--- src/rtl/nibble_adder_pkg.sv ---
// nibble_adder_pkg: shared state encoding, slice width and index sizing for the serial adder
package nibble_adder_pkg;
   typedef enum logic [1:0] {IDLE, RUN, DONE} state_t;
   localparam int NIBBLE_W = 4;
   function automatic int idx_width(input int n);
      return (n > 1) ? $clog2(n) : 1;
   endfunction
endpackage

--- src/rtl/nibble_add4.sv ---
// nibble_add4: combinational 4-bit ripple-carry slice built from full-adder cells
module nibble_add4 (
   input  logic [3:0] a,
   input  logic [3:0] b,
   input  logic       ci,
   output logic [3:0] s,
   output logic       co
);
   logic [4:0] c;
   assign c[0] = ci;
   for (genvar i = 0; i < 4; i++) begin : g_fa
      assign s[i]   = a[i] ^ b[i] ^ c[i];
      assign c[i+1] = (a[i] & b[i]) | (c[i] & (a[i] ^ b[i]));
   end
   assign co = c[4];
endmodule

--- src/rtl/nibble_serial_adder.sv ---
// nibble_serial_adder: wide add done one nibble per clock through a single shared 4-bit slice
module nibble_serial_adder
   import nibble_adder_pkg::*;
#(
   parameter int NIBBLES = 4
) (
   input  logic                            clk,
   input  logic                            rst,
   input  logic                            in_valid,
   output logic                            in_ready,
   input  logic [NIBBLE_W*NIBBLES-1:0]     a,
   input  logic [NIBBLE_W*NIBBLES-1:0]     b,
   input  logic                            c_in,
   output logic                            out_valid,
   input  logic                            out_ready,
   output logic [NIBBLE_W*NIBBLES:0]       sum,
   output logic                            busy
);
   localparam int W  = NIBBLE_W * NIBBLES;
   localparam int IW = idx_width(NIBBLES);
   state_t        state_q, state_d;
   logic [W-1:0]  a_q, a_d, b_q, b_d, res_q, res_d;
   logic [W:0]    sum_q, sum_d;
   logic [IW-1:0] idx_q, idx_d;
   logic          carry_q, carry_d;
   logic [3:0]    slice_s;
   logic          slice_co;
   nibble_add4 u_slice (
      .a  (a_q[3:0]),
      .b  (b_q[3:0]),
      .ci (carry_q),
      .s  (slice_s),
      .co (slice_co)
   );
   always_comb begin
      state_d = state_q;
      a_d     = a_q;
      b_d     = b_q;
      res_d   = res_q;
      sum_d   = sum_q;
      idx_d   = idx_q;
      carry_d = carry_q;
      case (state_q)
         IDLE: if (in_valid) begin
            state_d = RUN;
            a_d     = a;
            b_d     = b;
            carry_d = c_in;
            idx_d   = '0;
         end
         RUN: begin
            a_d     = a_q >> NIBBLE_W;
            b_d     = b_q >> NIBBLE_W;
            // new nibble enters at the top so the LSB-first stream lands in place
            res_d   = W'({slice_s, res_q} >> NIBBLE_W);
            carry_d = slice_co;
            idx_d   = idx_q + 1'b1;
            if (idx_q == IW'(NIBBLES - 1)) begin
               state_d = DONE;
               sum_d   = {slice_co, res_d};
            end
         end
         DONE: if (out_ready) state_d = IDLE;
         default: state_d = IDLE;
      endcase
   end
   always_ff @(posedge clk) begin
      if (rst) begin
         state_q <= IDLE;
         a_q     <= '0;
         b_q     <= '0;
         res_q   <= '0;
         sum_q   <= '0;
         idx_q   <= '0;
         carry_q <= 1'b0;
      end else begin
         state_q <= state_d;
         a_q     <= a_d;
         b_q     <= b_d;
         res_q   <= res_d;
         sum_q   <= sum_d;
         idx_q   <= idx_d;
         carry_q <= carry_d;
      end
   end
   assign in_ready  = (state_q == IDLE) & ~rst;
   assign out_valid = (state_q == DONE);
   assign busy      = (state_q != IDLE);
   assign sum       = sum_q;
endmodule

--- config.mk ---
export PLATFORM = sky130hd
export DESIGN_NAME = nibble_serial_adder
export DESIGN_NICKNAME = d
export VERILOG_FILES = /design/src/rtl/nibble_adder_pkg.sv /design/src/rtl/nibble_add4.sv /design/src/rtl/nibble_serial_adder.sv
export SDC_FILE = /design/constraint.sdc
export NUM_CORES = 1
export LEC_CHECK = 0
export CAP_MARGIN = 10
export CORE_MARGIN = 5
export CORE_UTILIZATION = 40
export DETAILED_ROUTE_END_ITERATION = 16
export PLACE_DENSITY_LB_ADDON = 0.05
export REMOVE_ABC_BUFFERS = 1
export SLEW_MARGIN = 20
export SYNTH_ARGS = -nofsm -noshare
export SYNTH_HDL_FRONTEND = slang
export SYNTH_SLANG_ARGS = --single-unit
--- constraint.sdc ---
create_clock -name clk -period 2.6 [get_ports clk]
set_input_delay 0.52 -clock clk [delete_from_list [all_inputs] [get_ports clk]]
set_output_delay 0.52 -clock clk [all_outputs]
set_load 0.02 [all_outputs]
==> flow_summary.toml, run 1 <==
[yosys]
synthSimpleGateAreaFrac_pct = 12.8
ys_seq_elements = 66
synth_edf_count = 0
syn_inst = 295
synthDistinctLibCells = 32
yosys_warnings = 0
synth_top_family_by_area = "compound AO/OA/AOI/OAI gates"
synth.area.top_cells = "dfxtp_1, a21oi_2, nand2_1"
yosysMostFrequentCell = "dfxtp_1"
synthMuxAreaShare_pct = 0.691
postSynthAreaPerCell_um2 = 9.82
yosysTopAreaCell = "dfxtp_1"
seq_area_frac_synth_pct = 45.6
ys.flop_type = "dfxtp_1"
synthXorXnorAreaFrac_pct = 0
synth_top_area_share_pct = 45.6
synth_commonest_cells = "dfxtp_1, nand2_1, inv_1"
synth-adder-area-share_pct = 3.20
async_reset_ff_share_pct = 0
syn_area_um2 = 2900
synth_compound_area_share_pct = 26.6

[clocking]
insertion_delay_ns = 0.34
htreeDepth = 3
cts_resized = 0
numCtsBuffers = 9
cts_root_buf = "clkbuf_8"
cts_tree = "yes"
holdBufCountCts = 0
postCtsSetupRepairBufs = 0
path_clk_slew_ns = 0.07
clk_path_buf_depth = 2
clkSinkCount = 66

[floorplan]
dieWidth_um = 95.1
io_pins = 57
core_area_um2 = 7140
dieHeight_um = 95.1
rows = 31
start_util_pct = 40.6
die_area_um2 = 9050

[detailed_routing]
first_iter_violations = 72
firstDrtPassIters = 4
postRouteWirelength_um = 5750
via_count = 2112
route.detailed.drc = 0
drtAntennaViolNets = 0
avgRoutedWirePerCell_um = 12.8
via_per_inst = 4.69

[power_and_ir_drop]
p_leak_nw = 1.31
power_density_nw_per_um2 = 636
netSwitchingFraction_pct = 24.5
p_seq_share_pct = 47.6
p_switching_uw = 567
ir_drop_mv = 0.255
intPower_mw = 1.75
p_clk_share_pct = 40.1
combPwrFrac_pct = 12.4

[sta]
clock.fmax_ghz = 0.428
finalCriticalPeriod_ns = 2.34
hold_viol_final = 0
rsz0062_at_grt = "no"
clock_skew_ns = 0.00784
fin_setup_tns_ns = 0
worstMarginPinSlew_ns = 0.886
min_period_over_period_pct = 89.8
slew_viol_final = 0
relSlewSlack_pct = 40.9
final-setup-viol-count = 0

[worst_setup_path]
rrSetupSlack_ns = 0.46
worstRegToRegCells = 8
crit_path_end_kind = "output pin"
rr_endpoint = "res_q[15]"
crit_start = "state_q[0]"
crit_path_end = "out_valid"
reg2reg_from = "a_q[0]"
worstPathArrival_ns = 1.82
crit_fanout = 10
cp.required_ns = 2.08
path_class = "flip-flop to output pin"
start_kind = "flip-flop"

[grt]
track_usage_pct = 13.7
antenna_found_initial = 0
grt_pass1_wl_um = 9490
grt_max_degree = 67
overflow = 0
grt_pass1_vias = 2041

[layout]
area_growth_pct = 25.6
diodes = 0
design.final.nets = 388
fillers = 686
post-route-util_pct = 51.0
layout-drive-gt1-share_pct = 20.2

[hold_path]
hp-class = "flip-flop to flip-flop"

[place]
dp_hpwl_um = 3810
gp_congestion = 0.675
portBuffers = 56

[job]
drv_cap = 0

[run_status]
status = "finished clean"
## per-layer routing
| metal | global-route usage, % | vias up | part of all wire, % |
|---|---|---|---|
| li1 | - | 1104 | - |
| met1 | 16.8 | 956 | 47 |
| met2 | 21.8 | 45 | 47 |
| met3 | 3.71 | 7 | 4.9 |
| met4 | 7.21 | 0 | 1.6 |
| met5 | 0 | - | 0 |
## kinds of logic (layout without fill, tap and decap cells)
group                      Yosys count  after routing
buffers and inverters               55            111
muxes                                2              2
adders and majority gates            5              5
DFF                                 66             66
and+or+nand+nor                     76             76
AOI/OAI and AO/OA                   91             91
## worst min-delay path by stage
stage | startpoint | endpoint | slack (ns) | cells past startpoint
final | sum[3] | sum[3] | 0.45 | 2
after global routing | sum[3] | sum[3] | 0.47 | 2
after CTS | res_q[4] | sum[0] | 0.46 | 2
after detailed placement | res_q[4] | sum[0] | 0.45 | 2
after global placement | res_q[7] | sum[3] | 0.44 | 2
after floorplan | res_q[4] | sum[0] | 0.43 | 2
## critical path, stage by stage (launching register included)
cell,delay (ns)
dfxtp_1,0.69
and2b_1,0.26
clkdlybuf4s50_1,0.53
## flip-flops by register name, summed over array words and instances (netlist names)
name / flops
sum: 17
a_q: 16
b_q: 16
res_q: 12
idx_q: 2
state_q: 2
carry_q: 1
## layout by cell type, fill, tap and decap left out, types with 9 or more instances in the layout
master / netlist / layout
dfxtp_1: 66 / 66
o221a_1: 16 / 16
o221a_2: 9 / 9
clkbuf_8: 0 / 9
inv_1: 33 / 33
clkdlybuf4s50_1: 0 / 55
a21oi_2: 24 / 24
nand2_1: 49 / 49
a21oi_1: 27 / 27
nor2_1: 13 / 13
## layout make-up
cell class                      count  area, µm²  share of cell area (%)
Sequential cell                    66       1320                    36.3
Multi-Input combinational cell    174       1250                    34.4
Timing Repair Buffer               62        601                    16.5
Clock buffer                        9        124                    3.40
Inverter                           33        124                    3.40
Tap cell                           99        124                    3.40
Clock inverter                      7       93.8                    2.58
## metrics by stage
step / setup slack, ns / power (mW) / instance area, µm² / hold WS, ns / instances
after floorplan: 0.539 / 1.29 / 2700 / 0.426 / 273
after global placement: 0.482 / 1.41 / 3420 / 0.441 / 434
after detailed placement: 0.460 / 1.42 / 3420 / 0.445 / 434
after CTS: 0.248 / 2.35 / 3640 / 0.455 / 450
after global routing: 0.177 / 2.43 / 3640 / 0.470 / 450
final: 0.265 / 2.31 / 3640 / 0.453 / 450
## power by group through the flow
stage / clock network [mW] / logic (mW) / registers, mW
final: 0.927 / 0.286 / 1.10
after floorplan: 0 / 0.168 / 1.12
after global placement: 0 / 0.288 / 1.12
after global routing: 1.01 / 0.319 / 1.11
after detailed placement: 0 / 0.291 / 1.12
after CTS: 0.958 / 0.291 / 1.10
(Power assumes the default switching activity.)
==> inputs of run 2 (changes only) <==
--- a/config.mk
+++ b/config.mk
@@ -6,6 +6,7 @@
 export NUM_CORES = 1
 export LEC_CHECK = 0
 export CAP_MARGIN = 10
+export CORE_ASPECT_RATIO = 1.5
 export CORE_MARGIN = 5
 export CORE_UTILIZATION = 40
 export DETAILED_ROUTE_END_ITERATION = 16
@@ -14,4 +15,5 @@
 export SLEW_MARGIN = 20
 export SYNTH_ARGS = -nofsm -noshare
 export SYNTH_HDL_FRONTEND = slang
+export SYNTH_HIERARCHICAL = 1
 export SYNTH_SLANG_ARGS = --single-unit
==> flow_summary.toml, run 2 <==
[detailed_routing]
avgRoutedWirePerCell_um = 13.6
route.detailed.drc = 0
via_count = 2201
via_per_inst = 5.05
firstDrtPassIters = 4
drtAntennaViolNets = 0
postRouteWirelength_um = 5950
first_iter_violations = 100

[power_and_ir_drop]
p_leak_nw = 1.32
power_density_nw_per_um2 = 649
ir_drop_mv = 0.368

[yosys]
synth.area.top_cells = "dfxtp_1, a21oi_1, o221a_2"
ys.flop_type = "dfxtp_1"
postSynthAreaPerCell_um2 = 8.87
synthDistinctLibCells = 27
synth_edf_count = 0
syn_inst = 305
yosysMostFrequentCell = "dfxtp_1"
synth_top_area_share_pct = 48.8
yosys_warnings = 6
syn_area_um2 = 2710
seq_area_frac_synth_pct = 48.8
synth_commonest_cells = "dfxtp_1, a21oi_1, nand2_1"
async_reset_ff_share_pct = 0
yosysTopAreaCell = "dfxtp_1"
ys_seq_elements = 66

[clocking]
clkSinkCount = 66
postCtsSetupRepairBufs = 0
htreeDepth = 3
insertion_delay_ns = 0.33
numCtsBuffers = 9
cts_tree = "yes"
path_clk_slew_ns = 0.07
holdBufCountCts = 0
clk_path_buf_depth = 2
cts_resized = 0
cts_root_buf = "clkbuf_8"

[grt]
antenna_found_initial = 0
grt_max_degree = 67
track_usage_pct = 14.1
grt_pass1_wl_um = 9840
grt_pass1_vias = 2147
overflow = 0

[place]
gp_congestion = 0.680
portBuffers = 56
dp_hpwl_um = 3910
place_area_um2 = 3260

[sta]
finalCriticalPeriod_ns = 2.18
hold_viol_final = 0
worstMarginPinSlew_ns = 0.667
rsz0062_at_grt = "no"
fin_setup_tns_ns = 0
final-setup-viol-count = 0
clock_skew_ns = 0.00597
slew_viol_final = 0
relSlewSlack_pct = 55.6
clock.fmax_ghz = 0.458
min_period_over_period_pct = 84.0

[floorplan]
dieWidth_um = 77.2
die_area_um2 = 8540
dieHeight_um = 111
start_util_pct = 41.4
rows = 36
core_area_um2 = 6530
io_pins = 57

[worst_setup_path]
worstPathArrival_ns = 2.45
slowest_stage = "fa_1"
path_class = "flip-flop to flip-flop"
start_kind = "flip-flop"
cp.required_ns = 2.86
rr_endpoint = "sum[15]"
crit_path_end_kind = "flip-flop"
worstRegToRegCells = 10
crit_buf_inv = 4
max_stage_delay_ns = 0.41
rrSetupSlack_ns = 0.42
crit_family = "adder cells"
cp_cell_sequence = "fa_1, inv_1, fa_1, inv_1, fa_1, inv_1, fa_1, inv_1, nand2_1, a21oi_1"
crit_fanout = 2
reg2reg_from = "a_q[0]"

[layout]
largest_reg_flops = 17
design.final.nets = 397
fillers = 604
diodes = 0
area_growth_pct = 28.0
post-route-util_pct = 53.0
final_common_cell = "dfxtp_1"
final_cell_mix = "dfxtp_1, a21oi_1, nand2_1, clkdlybuf4s50_1, inv_1"
post-route-cell-area_um2 = 3460
layout-drive-gt1-share_pct = 13.6

[hold_path]
hold_start = "res_q[7]"
hp-class = "flip-flop to flip-flop"
hold_end = "sum[3]"
hold_depth = 2

[job]
drv_cap = 0

[run_status]
status = "finished clean"
## run 2: cell types whose count changed after synthesis, sizes merged, moves of 2 or more
cell	before	now
a21oi	51	59
inv	33	36
a22oi	8	6
nand2	50	59
o21ai	0	3
nor2	18	11
nand3b	1	4
a211oi	5	0
## run 2: power breakdown
part / total, mW / internal (mW) / switching [mW]
Combinational: 0.274 / 0.136 / 0.138
Sequential: 1.10 / 1.07 / 0.0333
Clock: 0.874 / 0.490 / 0.384
## run 2: kinds of logic after synthesis
logic type	count (synthesis)	share of synthesized area, %
AOI/OAI and AO/OA	94	23.8
adders and majority gates	5	3.42
buffers and inverters	57	9.71
DFF	66	48.8
muxes	1	0.370
and+or+nand+nor	82	13.9
## run 2: per-layer routing
layer / vias up / share of wire, % / track usage [%]
met5: - / 0 / 0
met4: 0 / 1.4 / 7.57
met3: 8 / 3.7 / 2.28
met2: 41 / 52 / 24.1
met1: 1026 / 43 / 16.4
li1: 1126 / - / -
## run 2: per-stage QoR
step | setup WS [ns] | cells | hold WS [ns] | total power [mW]
floorplan | 0.523 | 284 | 0.426 | 1.27
detailed placement | 0.431 | 420 | 0.444 | 1.40
finish | 0.417 | 436 | 0.453 | 2.25
global route | 0.279 | 436 | 0.470 | 2.35
global placement | 0.459 | 420 | 0.439 | 1.40
CTS | 0.394 | 436 | 0.455 | 2.28
## run 2: final cells by class
cell class | count | area (µm²) | area share (%)
clock buffers | 11 | 151 | 4.37
clock inverters | 5 | 52.6 | 1.52
inverters | 36 | 135 | 3.90
multi-input cells | 182 | 1120 | 32.4
flip-flops and latches | 66 | 1320 | 38.2
well taps | 76 | 95.1 | 2.75
repair buffers | 60 | 586 | 16.9
## run 2: tightest hold or removal path: stages (launching register included)
cell,delay [ns]
dfxtp_1,0.31
nand2_1,0.05
a21oi_1,0.05
## run 2: worst max path at each step
| stage | from | end | slack (ns) | cells after the start |
|---|---|---|---|---|
| 5_1_grt | a_q[0] | sum[15] | 0.28 | 10 |
| 6_report | a_q[0] | sum[15] | 0.42 | 10 |
| 4_1_cts | state_q[1] | out_valid | 0.39 | 3 |
| 3_5_place_dp | a_q[0] | sum[15] | 0.43 | 10 |
| 3_3_place_gp | a_q[0] | sum[15] | 0.46 | 10 |
| 2_1_floorplan | a_q[0] | res_q[15] | 0.52 | 10 |
==> patch (flow settings as in run 1) <==
Change the package constant `NIBBLE_W` from 4 to 3.
--- a/src/rtl/nibble_adder_pkg.sv
+++ b/src/rtl/nibble_adder_pkg.sv
@@ -2,5 +2,5 @@
 package nibble_adder_pkg;
    typedef enum logic [1:0] {IDLE, RUN, DONE} state_t;
-   localparam int NIBBLE_W = 4;
+   localparam int NIBBLE_W = 3;
    function automatic int idx_width(input int n);
       return (n > 1) ? $clog2(n) : 1;
Ports: changed (resized a, b and sum); port bits go from 57 to 45. The function was not compared with the original's and may differ.
==> patch against run 1 <==
  * Final cell count is 21% lower
  * Power shrank 29%
  * Clock skew fell by 1.5 ps
  * Routed wire length is 19% lower
  * Register-to-register slack improved by 250 ps
  * Die area down 19%
  * Hold slack gained 3.9 ps
  * Global-route usage is 0.15 points higher
  * Final area is 23% lower
  * Worst setup slack gained 22 ps
  * Synthesized area shrank 21%
  * First-iteration DRC count fell by 11%
  * Sequential cell count decreased by 15
  * Critical path type unchanged
==> patch: results (changes against run 1) <==
status completed; Post-Layout Cell Count 356 (-21%); non-clock buffer share of cell area 16.8% (+0.30 points); #MultiIn Comb 167 (-4.0%); M3 GR Usage 3.46% (-0.25 points); vias in the first global route 1800 (-12%); DR iter-0 viols 64 (-11%); met1 usage 16.5% (-0.28 points); CTS Sinks 51 (-23%); Seq area share 36.3% (-0.038 points); worst setup path endpoint out_valid; GR Util met2 24.3% (+2.5 points); total placed cells including tap cells 348 (-20%); slack of the worst reg-to-reg path 710 ps (+250 ps); PortBufs 44 (-21%); leakage power 1.00 nW (-23%); Area contributors post-synth dfxtp_1, nor2_1, a211oi_2; fraction of registers with async set/reset 0% (unchanged); routed wl met2 2.21 mm (-18%); WL final 4.68 mm (-19%); M1 wire length 2.17 mm (-19%); Syn Area/Cell 9.25 um2 (-5.8%); CP max FO 11 (+1); routed vias/inst 5.06 (+7.9%); pin count of the biggest net entering global routing 54 (-19%); adder-cell share of the synthesized area 3.71% (+0.51 points); internal power 1.23 mW (-30%); Reg2Reg Capture Point carry_q; final core utilization 50.8% (-0.18 points); FF-to-FF Start b_q[0]; fin nets 317 (-18%); YS warnings 0 (unchanged); slowest stage delay, CP 640 ps (-50 ps); clock buffers 5 (-4); fillcell total 565 (-18%); post-synthesis compound-gate area fraction 26.6% (+0.054 points); share of cells above drive strength 1 12.3% (-7.9 points); CTS H-tree depth 2 (-1); Largest register FFs 13 (-4); count of non-CTS inverters in the layout 9 (-73%); first-pass GRT wire length 8.29 mm (-13%); maximum vdd drop 243 uV (-4.8%); PD cells 579 mW/mm2 (-8.8%); dpl cell area 0.00270 mm2 (-21%); overall routing resource usage 13.8% (+0.15 points); top cells by count, synth dfxtp_1, nor2_1, nand2_1, a21oi_1, o2bb2ai_1; post-place setup slack 609 ps (+148 ps); combinational power share 14.5% (+2.1 points); crit path from state_q[1]; Clk pwr share 33.6% (-6.5 points); mux cell area share after synthesis 0.436% (-0.25 points); Fin Clk Skew 6.30 ps (-1.55 ps); Worst-path clk slew 90 ps (+20 ps); R2R cell count 7 (-1); register area share after synthesis 44.5% (-1.1 points); crit path DAT 1790 ps (-30 ps); metal3 WL 231 um (-18%); multi-input logic area 0.00109 mm2 (-13%); clk_lat worst skew 300 ps (-40 ps); placed wire-length estimate 3.24 mm (-15%)
## patch: cell types whose count changed after synthesis, sizes merged, moves of 2 or more
| cell | before | now |
|---|---|---|
| a21oi | 51 | 19 |
| o221a | 25 | 0 |
| inv | 33 | 9 |
| nor2 | 18 | 42 |
| a211oi | 5 | 21 |
| dfxtp | 66 | 51 |
| nand2 | 50 | 37 |
| o2bb2ai | 0 | 13 |
| o22ai | 0 | 6 |
| a221oi | 0 | 4 |
| a22oi | 8 | 6 |
## patch: worst min-delay path by stage
stage | from | end | slack, ps | cells past startpoint
final | res_q[5] | sum[2] | 460 | 2
after global routing | res_q[5] | res_q[5] | 480 | 2
after CTS | res_q[5] | sum[2] | 460 | 2
after detailed placement | res_q[3] | sum[0] | 450 | 2
after global placement | res_q[5] | sum[2] | 440 | 2
after floorplan | res_q[3] | sum[0] | 430 | 2
